--- src/rtl/fdtd_hy_update.sv ---
// 1-D FDTD magnetic-field update: Hy_n[i] = Hy_old[i] + coef*(Ez_old[i+1]-Ez_old[i]).
// Streams one cell per cycle from the old-field RAMs into the current-Hy RAM.
//
// state | meaning
// IDLE  | waiting for start_i; N and coef latched on start
// CHECK | reject N==0 or N>2**AW-1
// PRIME | read Ez[0] so the first difference has its left neighbour
// RUN   | read Hy[k], Ez[k+1] for k=0..N-1
// DRAIN | 3 cycles letting the last cells leave the pipeline
// DONE  | done_o (and err_o if N was rejected) for one cycle
module fdtd_hy_update #(
  parameter int FDTD_DATA_WIDTH   = 32,
  parameter int BUFFER_ADDR_WIDTH = 6,
  parameter int FRAC_BITS         = 16
) (
  input  logic                         CLK,
  input  logic                         RST,
  input  logic                         start_i,
  input  logic [BUFFER_ADDR_WIDTH:0]   cell_num_i,
  input  logic [FDTD_DATA_WIDTH-1:0]   coef_i,
  output logic                         rd_Hy_old_en_o,
  output logic [BUFFER_ADDR_WIDTH-1:0] rd_Hy_old_addr_o,
  input  logic [FDTD_DATA_WIDTH-1:0]   Hy_old_i,
  output logic                         rd_Ez_old_en_o,
  output logic [BUFFER_ADDR_WIDTH-1:0] rd_Ez_old_addr_o,
  input  logic [FDTD_DATA_WIDTH-1:0]   Ez_old_i,
  output logic                         wrt_Hy_n_en_o,
  output logic [BUFFER_ADDR_WIDTH-1:0] wrt_Hy_n_addr_o,
  output logic [FDTD_DATA_WIDTH-1:0]   Hy_n_o,
  output logic                         busy_o,
  output logic                         done_o,
  output logic                         err_o
);
  localparam int DW = FDTD_DATA_WIDTH;
  localparam int AW = BUFFER_ADDR_WIDTH;

  localparam logic [2:0] S_IDLE  = 3'd0;
  localparam logic [2:0] S_CHECK = 3'd1;
  localparam logic [2:0] S_PRIME = 3'd2;
  localparam logic [2:0] S_RUN   = 3'd3;
  localparam logic [2:0] S_DRAIN = 3'd4;
  localparam logic [2:0] S_DONE  = 3'd5;

  // Ez needs N+1 entries, so the largest legal N is one short of the RAM depth.
  localparam logic [AW:0] N_MAX = {1'b0, {AW{1'b1}}};

  logic [2:0]           state;
  logic [AW:0]          rem_q;
  logic [AW-1:0]        k_q;
  logic [1:0]           drain_q;
  logic signed [DW-1:0] coef_q;
  logic                 err_q;

  logic                 rd_ez_q, rd_hy_q;
  logic [AW-1:0]        rd_addr_q;
  logic signed [DW-1:0] ez_prev;
  logic signed [DW:0]   diff_q;
  logic signed [DW-1:0] hy_q;
  logic                 s1_v;
  logic [AW-1:0]        s1_addr;

  logic signed [DW:0]     diff_d;
  logic signed [2*DW:0]   prod_full;
  logic signed [2*DW:0]   prod_sh;
  logic signed [2*DW+1:0] sum_full;
  logic [DW-1:0]          sum_sat;

  always_ff @(posedge CLK) begin
    if (RST) begin
      state   <= S_IDLE;
      rem_q   <= '0;
      k_q     <= '0;
      drain_q <= '0;
      coef_q  <= '0;
      err_q   <= 1'b0;
    end else begin
      case (state)
        S_IDLE: begin
          if (start_i) begin
            rem_q  <= cell_num_i;
            coef_q <= coef_i;
            err_q  <= 1'b0;
            state  <= S_CHECK;
          end
        end
        S_CHECK: begin
          k_q <= '0;
          if (rem_q == '0 || rem_q > N_MAX) begin
            err_q <= 1'b1;
            state <= S_DONE;
          end else begin
            state <= S_PRIME;
          end
        end
        S_PRIME: state <= S_RUN;
        S_RUN: begin
          k_q   <= k_q + AW'(1);
          rem_q <= rem_q - (AW+1)'(1);
          if (rem_q == (AW+1)'(1)) begin
            drain_q <= 2'd2;
            state   <= S_DRAIN;
          end
        end
        S_DRAIN: begin
          drain_q <= drain_q - 2'd1;
          if (drain_q == 2'd0) state <= S_DONE;
        end
        S_DONE:  state <= S_IDLE;
        default: state <= S_IDLE;
      endcase
    end
  end

  always_comb begin
    rd_Ez_old_en_o   = 1'b0;
    rd_Ez_old_addr_o = '0;
    rd_Hy_old_en_o   = 1'b0;
    rd_Hy_old_addr_o = '0;
    if (state == S_PRIME) begin
      rd_Ez_old_en_o = 1'b1;
    end else if (state == S_RUN) begin
      rd_Ez_old_en_o   = 1'b1;
      rd_Ez_old_addr_o = k_q + AW'(1);
      rd_Hy_old_en_o   = 1'b1;
      rd_Hy_old_addr_o = k_q;
    end
  end

  assign busy_o = (state != S_IDLE);
  assign done_o = (state == S_DONE);
  assign err_o  = (state == S_DONE) && err_q;

  always_comb begin
    diff_d    = $signed({Ez_old_i[DW-1], Ez_old_i}) - $signed({ez_prev[DW-1], ez_prev});
    prod_full = $signed({{DW{diff_q[DW]}}, diff_q}) * $signed({{(DW+1){coef_q[DW-1]}}, coef_q});
    prod_sh   = prod_full >>> FRAC_BITS;
    sum_full  = $signed({{(DW+2){hy_q[DW-1]}}, hy_q}) + $signed({prod_sh[2*DW], prod_sh});
    // In range when every bit above the DW-bit sign agrees with it.
    if (sum_full[2*DW+1:DW-1] == {(DW+3){1'b0}} || sum_full[2*DW+1:DW-1] == {(DW+3){1'b1}})
      sum_sat = sum_full[DW-1:0];
    else if (sum_full[2*DW+1])
      sum_sat = {1'b1, {(DW-1){1'b0}}};
    else
      sum_sat = {1'b0, {(DW-1){1'b1}}};
  end

  always_ff @(posedge CLK) begin
    if (RST) begin
      rd_ez_q         <= 1'b0;
      rd_hy_q         <= 1'b0;
      rd_addr_q       <= '0;
      ez_prev         <= '0;
      diff_q          <= '0;
      hy_q            <= '0;
      s1_v            <= 1'b0;
      s1_addr         <= '0;
      wrt_Hy_n_en_o   <= 1'b0;
      wrt_Hy_n_addr_o <= '0;
      Hy_n_o          <= '0;
    end else begin
      rd_ez_q   <= rd_Ez_old_en_o;
      rd_hy_q   <= rd_Hy_old_en_o;
      rd_addr_q <= rd_Hy_old_addr_o;
      if (rd_ez_q) ez_prev <= Ez_old_i;
      s1_v <= rd_hy_q;
      if (rd_hy_q) begin
        diff_q  <= diff_d;
        hy_q    <= Hy_old_i;
        s1_addr <= rd_addr_q;
      end
      wrt_Hy_n_en_o <= s1_v;
      if (s1_v) begin
        Hy_n_o          <= sum_sat;
        wrt_Hy_n_addr_o <= s1_addr;
      end
    end
  end
endmodule

--- config.mk ---
export PLATFORM = sky130hd
export DESIGN_NAME = fdtd_hy_update
export DESIGN_NICKNAME = d
export VERILOG_FILES = /design/src/rtl/fdtd_hy_update.sv
export SDC_FILE = /design/constraint.sdc
export NUM_CORES = 2
export LEC_CHECK = 0
export BUFFER_PORTS_ARGS = -buffer_cell sky130_fd_sc_hd__buf_2
export CAP_MARGIN = 15
export CORE_MARGIN = 1.5
export CORE_UTILIZATION = 50
export DETAILED_ROUTE_END_ITERATION = 16
export GPL_TIMING_DRIVEN = 1
export PLACE_DENSITY = 0.77
export SYNTH_ARGS = -nofsm -noshare
export SYNTH_HDL_FRONTEND = slang
export SYNTH_SLANG_ARGS = --single-unit
--- constraint.sdc ---
create_clock -name CLK -period 9.6 [get_ports CLK]
set_input_delay 1.92 -clock CLK [delete_from_list [all_inputs] [get_ports CLK]]
set_output_delay 1.92 -clock CLK [all_outputs]
set_load 0.05 [all_outputs]
Word-level counts from Yosys, hierarchy flattened

Cells that the tools add are included.
W data, S select, Z words.

Add/sub/neg operators: 5
$mul: 1
Magnitude comparators: 1
Eq/ne operators: 11
Muxes and demuxes: 22
Reduce and logical (&&, ||, !) cells: 17

Operators with widths:

| kind                   | number |
|---|---|
| $mul A33 B32 Y65       | 1 |
| $mux W32               | 2 |
| $add A32 B49 Y50       | 1 |
| $eq A35 B35 Y1 const B | 1 |
| $logic_not A35 Y1      | 1 |
| $sub A32 B32 Y33       | 1 |
| $mux W6                | 4 |
| $pmux W3 S5            | 1 |
| $pmux W7 S2            | 1 |
| $mux W3                | 4 |
| $pmux W6 S2            | 1 |
| $ne A2 B2 Y1 const B   | 4 |
| $reduce_bool A2 Y1     | 4 |
| $eq A7 B1 Y1 const B   | 1 |
| $gt A7 B6 Y1 const B   | 1 |
| $logic_not A7 Y1       | 1 |
| $mux W7                | 1 |
| $sub A7 B1 Y7 const B  | 1 |
| $add A6 B1 Y6 const B  | 1 |
| $eq A3 B2 Y1 const B   | 2 |
| $eq A3 B3 Y1 const B   | 2 |
| $reduce_and A2 Y1      | 3 |
| $reduce_and A3 Y1      | 2 |
| $mux W1                | 5 |
| other kinds (10)       | 11 |

Register bits after elaboration: 202
Output and inout bits: 56
Logic and storage cells: 74

Longest topological paths before layout

Word-level depth: 5
Gate-level depth with buffers: 42

Least setup slack after synthesis

OpenSTA, ideal clock, no wires.

Kind: register -> register
Start point: register diff_q[32]
End point: register Hy_n_o[13]
Arrival time: 10.407 ns
Required time: 9.527 ns
Setup slack: -0.880 ns
Stages on the path, launching flop included: 38
Buffers on the path: 3
Period minus slack after synthesis: 10.480 ns
Cell sequence: dfxtp_1 -> clkbuf_1 -> nand2_1 -> inv_1 -> fa_1 -> fa_1 -> fa_1 -> fa_1 -> inv_1 -> fa_1 -> inv_1 -> fa_1 -> fa_1 -> fa_1 -> ha_1 -> a21o_1 -> a21oi_1 -> nor4b_1 -> [... 2 more ...] -> o21ai_0 -> nor2b_1 -> nor2b_1 -> o31a_1 -> ha_1 -> buf_2 -> a21oi_1 -> a21oi_1 -> o31ai_1 -> nand3_1 -> o22ai_1 -> o21ai_1 -> a2111oi_0 -> nand3_1 -> nand4b_1 -> o41a_1 -> buf_6 -> nor3_2

Word-level cells in the longest chain between the ends: 5

Ends and longest elaborated chain:

| element                                             | line | text |
|---|---|---|
| start, declared                                     | 57   | `logic signed [DW:0] diff_q;` |
| start signal, assigned                              | 167  | `diff_q <= diff_d;` |
| $mul A33 B32 Y65 (*)                                | 135  | `prod_full = $signed({{DW{diff_q[DW]}}, diff_q}) * $signed({{(DW+1){coef_q[DW-1]}}, coef_q});` |
| $add A32 B49 Y50 (*)                                | 137  | `sum_full = $signed({{(DW+2){hy_q[DW-1]}}, hy_q}) + $signed({prod_sh[2*DW], prod_sh});` |
| $eq A35 B35 Y1 or $logic_not A35 Y1 (tied branches) | 139  | `if (sum_full[2*DW+1:DW-1] == {(DW+3){1'b0}} \|\| sum_full[2*DW+1:DW-1] == {(DW+3){1'b1}})` |
| $logic_or A1 B1 Y1                                  | 139  |  |
| $mux W32 (*)                                        | 139  |  |
| end signal, assigned                                | 173  | `Hy_n_o <= sum_sat;` |
| end, declared                                       | 29   | `output logic [FDTD_DATA_WIDTH-1:0] Hy_n_o,` |

Every way passes the cells marked *; elsewhere a longest branch is shown, timed or not.
A chain may end at the register's enable or synchronous reset.

Worst setup path in the final report

Start point: register diff_q[12]
End point: register Hy_n_o[10]

The elaborated chain is that of the path after synthesis.

==> out/metrics.yaml <==
min_path:
  holdCritStartpoint: "rd_addr_q[1]"
  min_path_cells: 2
  min_path_type: "reg2reg"
  min_to: "s1_addr[1]"
clock_network:
  clock_sinks: 202
  cts_tree: "built"
  clock_latency_ps: 590
  root_buffer: "clkbuf_16"
  cts_buffers: 24
  cts_buffer_depth: 3
  ctsHtreeMaxLevel: 1
  clkTransAtPathRegs_ps: 70
critical_path:
  startpoint_type: "flop"
  crit_buf_inv: 7
  crit_slowest_cell: "fa_1"
  ff2ff_setup_slack_ps: -590
  critPathTopFamily: "adder cells"
  cpPeakStageDelay_ps: 560
  arrival_ps: 10650
  worst_r2r_path_depth: 39
  crit_required_ps: 10070
  path_max_fanout: 16
  timing.rr.end: "Hy_n_o[10]"
  worstReg2RegStart: "diff_q[12]"
  cp-end-kind: "flop"
  critPathKind: "reg2reg"
logic_synthesis:
  synth_edf_count: 0
  ys_types: 80
  yosys_warnings: 0
  synth_common_cells: "fa_1 (1113), inv_1 (1028), nand2_1 (725), and2_1 (481), ha_1 (270)"
  synth-seq-cells: 202
  synth_area_per_cell_sq_um: 9.05
  synthSimpleGateAreaFrac: 0.169
  synth_xor_area_frac: 0.0213
  yosysSeqAreaShare: 0.0840
  netlist_instances: 5317
  synth.most_common_cell: "fa_1"
  synthAdderAreaFrac: 0.533
  synth_top_family_by_area: "adder cells"
  synth_top_area_cell: "fa_1"
  synth_area_leaders: "fa_1 (46%), dfxtp_1 (8.4%), inv_1 (8.0%), ha_1 (7.0%), and2_1 (6.3%)"
  async_reset_ff_frac: 0
  muxShareOfSynthArea: 0.0206
  synth_top_area_share: 0.463
  syn_area_sq_mm: 0.0481
  synth_compound_area_frac: 0.0694
  syn_nets: 6806
  ys.flop_type: "dfxtp_1"
sta:
  worst_hold_slack_ps: 475
  hold_violations: 0
  fin_worst_skew_ps: 38.6
  setup_ws_ps: -587
  max_freq_ghz: 0.0982
  setup_violations: 31
  slew_headroom: 0.292
  tightestPinTransition_ps: 1050
  period_share: 1.06
  min_period_ps: 10190
  timing.final.max_slew_violations: 0
  rsz0062_at_grt: "yes"
placed_design:
  post-place-cells: 7067
  dp_hpwl_microns: 115000
  place_area_sq_mm: 0.0548
  place.gp.congestion: 0.950
  portBuffers: 161
die:
  core-area_sq_mm: 0.0952
  die_h_microns: 313
  die_x_microns: 313
  rows: 113
  start_util: 0.506
  io_pins: 162
  die_area_sq_mm: 0.0981
routing:
  drt_first_pass_iters: 7
  ant_nets: 0
  via_per_inst: 5.52
  drc: 0
  totalWireLength_microns: 141000
  drtIter0Drc: 2782
  vias: 39500
  wl_per_cell_microns: 19.6
layout:
  final_cell_area_sq_mm: 0.0574
  final_core_util: 0.603
  finish.net_count: 7360
  drive_gt1_frac: 0.191
  finalNonFillerCells: 7155
  area_growth_pct: 19.2
global_routing:
  grt_most_used_layer: "met2"
  grt_first_pass_wirelength_microns: 223000
  grt.total_usage: 0.286
  met1_usage: 0.355
  use_met3: 0.0242
  overflow: 0
  antenna_found_initial: 4
  gr-usage-met2: 0.504
  grt_pass1_vias: 42400
  grt_max_degree: 76
pwr:
  p_per_area_mw_per_mm2: 94.1
  p_leak_nw: 27.6
  finalPower_mw: 5.40
  ir_drop_uv: 163
outcome:
  status: "finished with violations"
  violations: "setup timing"
run:
  cap_violations: 0
where the power goes:
part / internal [mW] / switching (mW)
Combinational: 1.40 / 1.90
Sequential: 0.930 / 0.149
Clock: 0.558 / 0.463
kinds of logic (layout without fill, tap and decap cells):
| group | count (synthesis) | in the layout |
|---|---|---|
| AND/OR/NAND/NOR | 1695 | 1695 |
| adder cells (fa/ha/maj) | 1383 | 1383 |
| flip-flops | 202 | 202 |
| multiplexers | 99 | 99 |
| AO/OA/AOI/OAI | 513 | 513 |
| XOR/XNOR | 117 | 117 |
| other | 0 | 1 |
| buffers and inverters | 1308 | 1880 |
tightest hold or removal path, delay by kind of cell, from the launching register on:
kind             cells  cell delay (ps)
AND/OR/NAND/NOR      1               70
flip-flops           1              310
multiplexers         1               60
repair_timing:
item	4_1_cts	5_1_grt
pin swaps	29	64
gates resized for setup	129	190
endpoints found under the setup margin	32	32
hold buffers	0	0
setup buffers	19	20
gates cloned	2	2
worst max path at each step:
| stage | startpoint | end | slack [ps] | cells after the start |
|---|---|---|---|---|
| global route | coef_q[7] | Hy_n_o[10] | -920 | 37 |
| CTS | coef_q[5] | Hy_n_o[10] | -530 | 42 |
| detailed placement | coef_q[13] | Hy_n_o[13] | -1260 | 38 |
| global placement | coef_q[13] | Hy_n_o[13] | -1010 | 40 |
| finish | diff_q[12] | Hy_n_o[10] | -590 | 39 |
| floorplan | coef_q[2] | Hy_n_o[10] | -1 | 38 |
through the flow:
stage,worst slack [ps],TNS [ps]
global placement,-1010,-29240
floorplan,-1.27,-1.27
global route,-916,-26580
CTS,-532,-14940
finish,-587,-16530
detailed placement,-1260,-37850
cells in the final DEF (no fill, tap or decap), drive strengths merged, types with 14 or more instances in the layout:
| cell | n |
|---|---|
| a211oi | 32 |
| a21o | 60 |
| a21oi | 172 |
| a31oi | 14 |
| and2 | 482 |
| and3 | 29 |
| buf | 806 |
| clkbuf | 29 |
| dfxtp | 202 |
| fa | 1113 |
| ha | 270 |
| inv | 1033 |
| mux2i | 99 |
| nand2 | 725 |
| nand2b | 29 |
| nand3 | 41 |
| nand4 | 22 |
| nor2 | 253 |
| nor2b | 22 |
| nor3 | 47 |
| o21a | 22 |
| o21ai | 79 |
| o21bai | 21 |
| o22ai | 30 |
| xnor2 | 75 |
| xor2 | 42 |
registers in the layout, indices dropped and copies added, names as in the netlist:
name and cells:
rd_ez_q 1, coef_q 32, s1_addr 6, s1_v 1, drain_q 2, err_q 1, state 3, rd_addr_q 6
rem_q 7, Hy_n_o 32, wrt_Hy_n_addr_o 6, ez_prev 32, diff_q 33, wrt_Hy_n_en_o 1, hy_q 32, rd_hy_q 1
k_q 6
per-layer routing:
| layer | routed length (microns) | vias to the layer above |
|---|---|---|
| li1 | - | 17200 |
| met1 | 51900 | 20300 |
| met2 | 71300 | 1604 |
| met3 | 8370 | 495 |
| met4 | 8880 | 4 |
| met5 | 41 | - |
cell type report:
cell class,count,area (sq um)
inverter,1028,3860
fill,7651,37800
multi-input combinational,3807,40400
clock buffer,27,653
clock inverter,17,196
antenna,1,2.50
timing repair buffer,808,6580
tap,1265,1580
sequential,202,4120
Note: power is estimated with default switching activity, not from simulation.
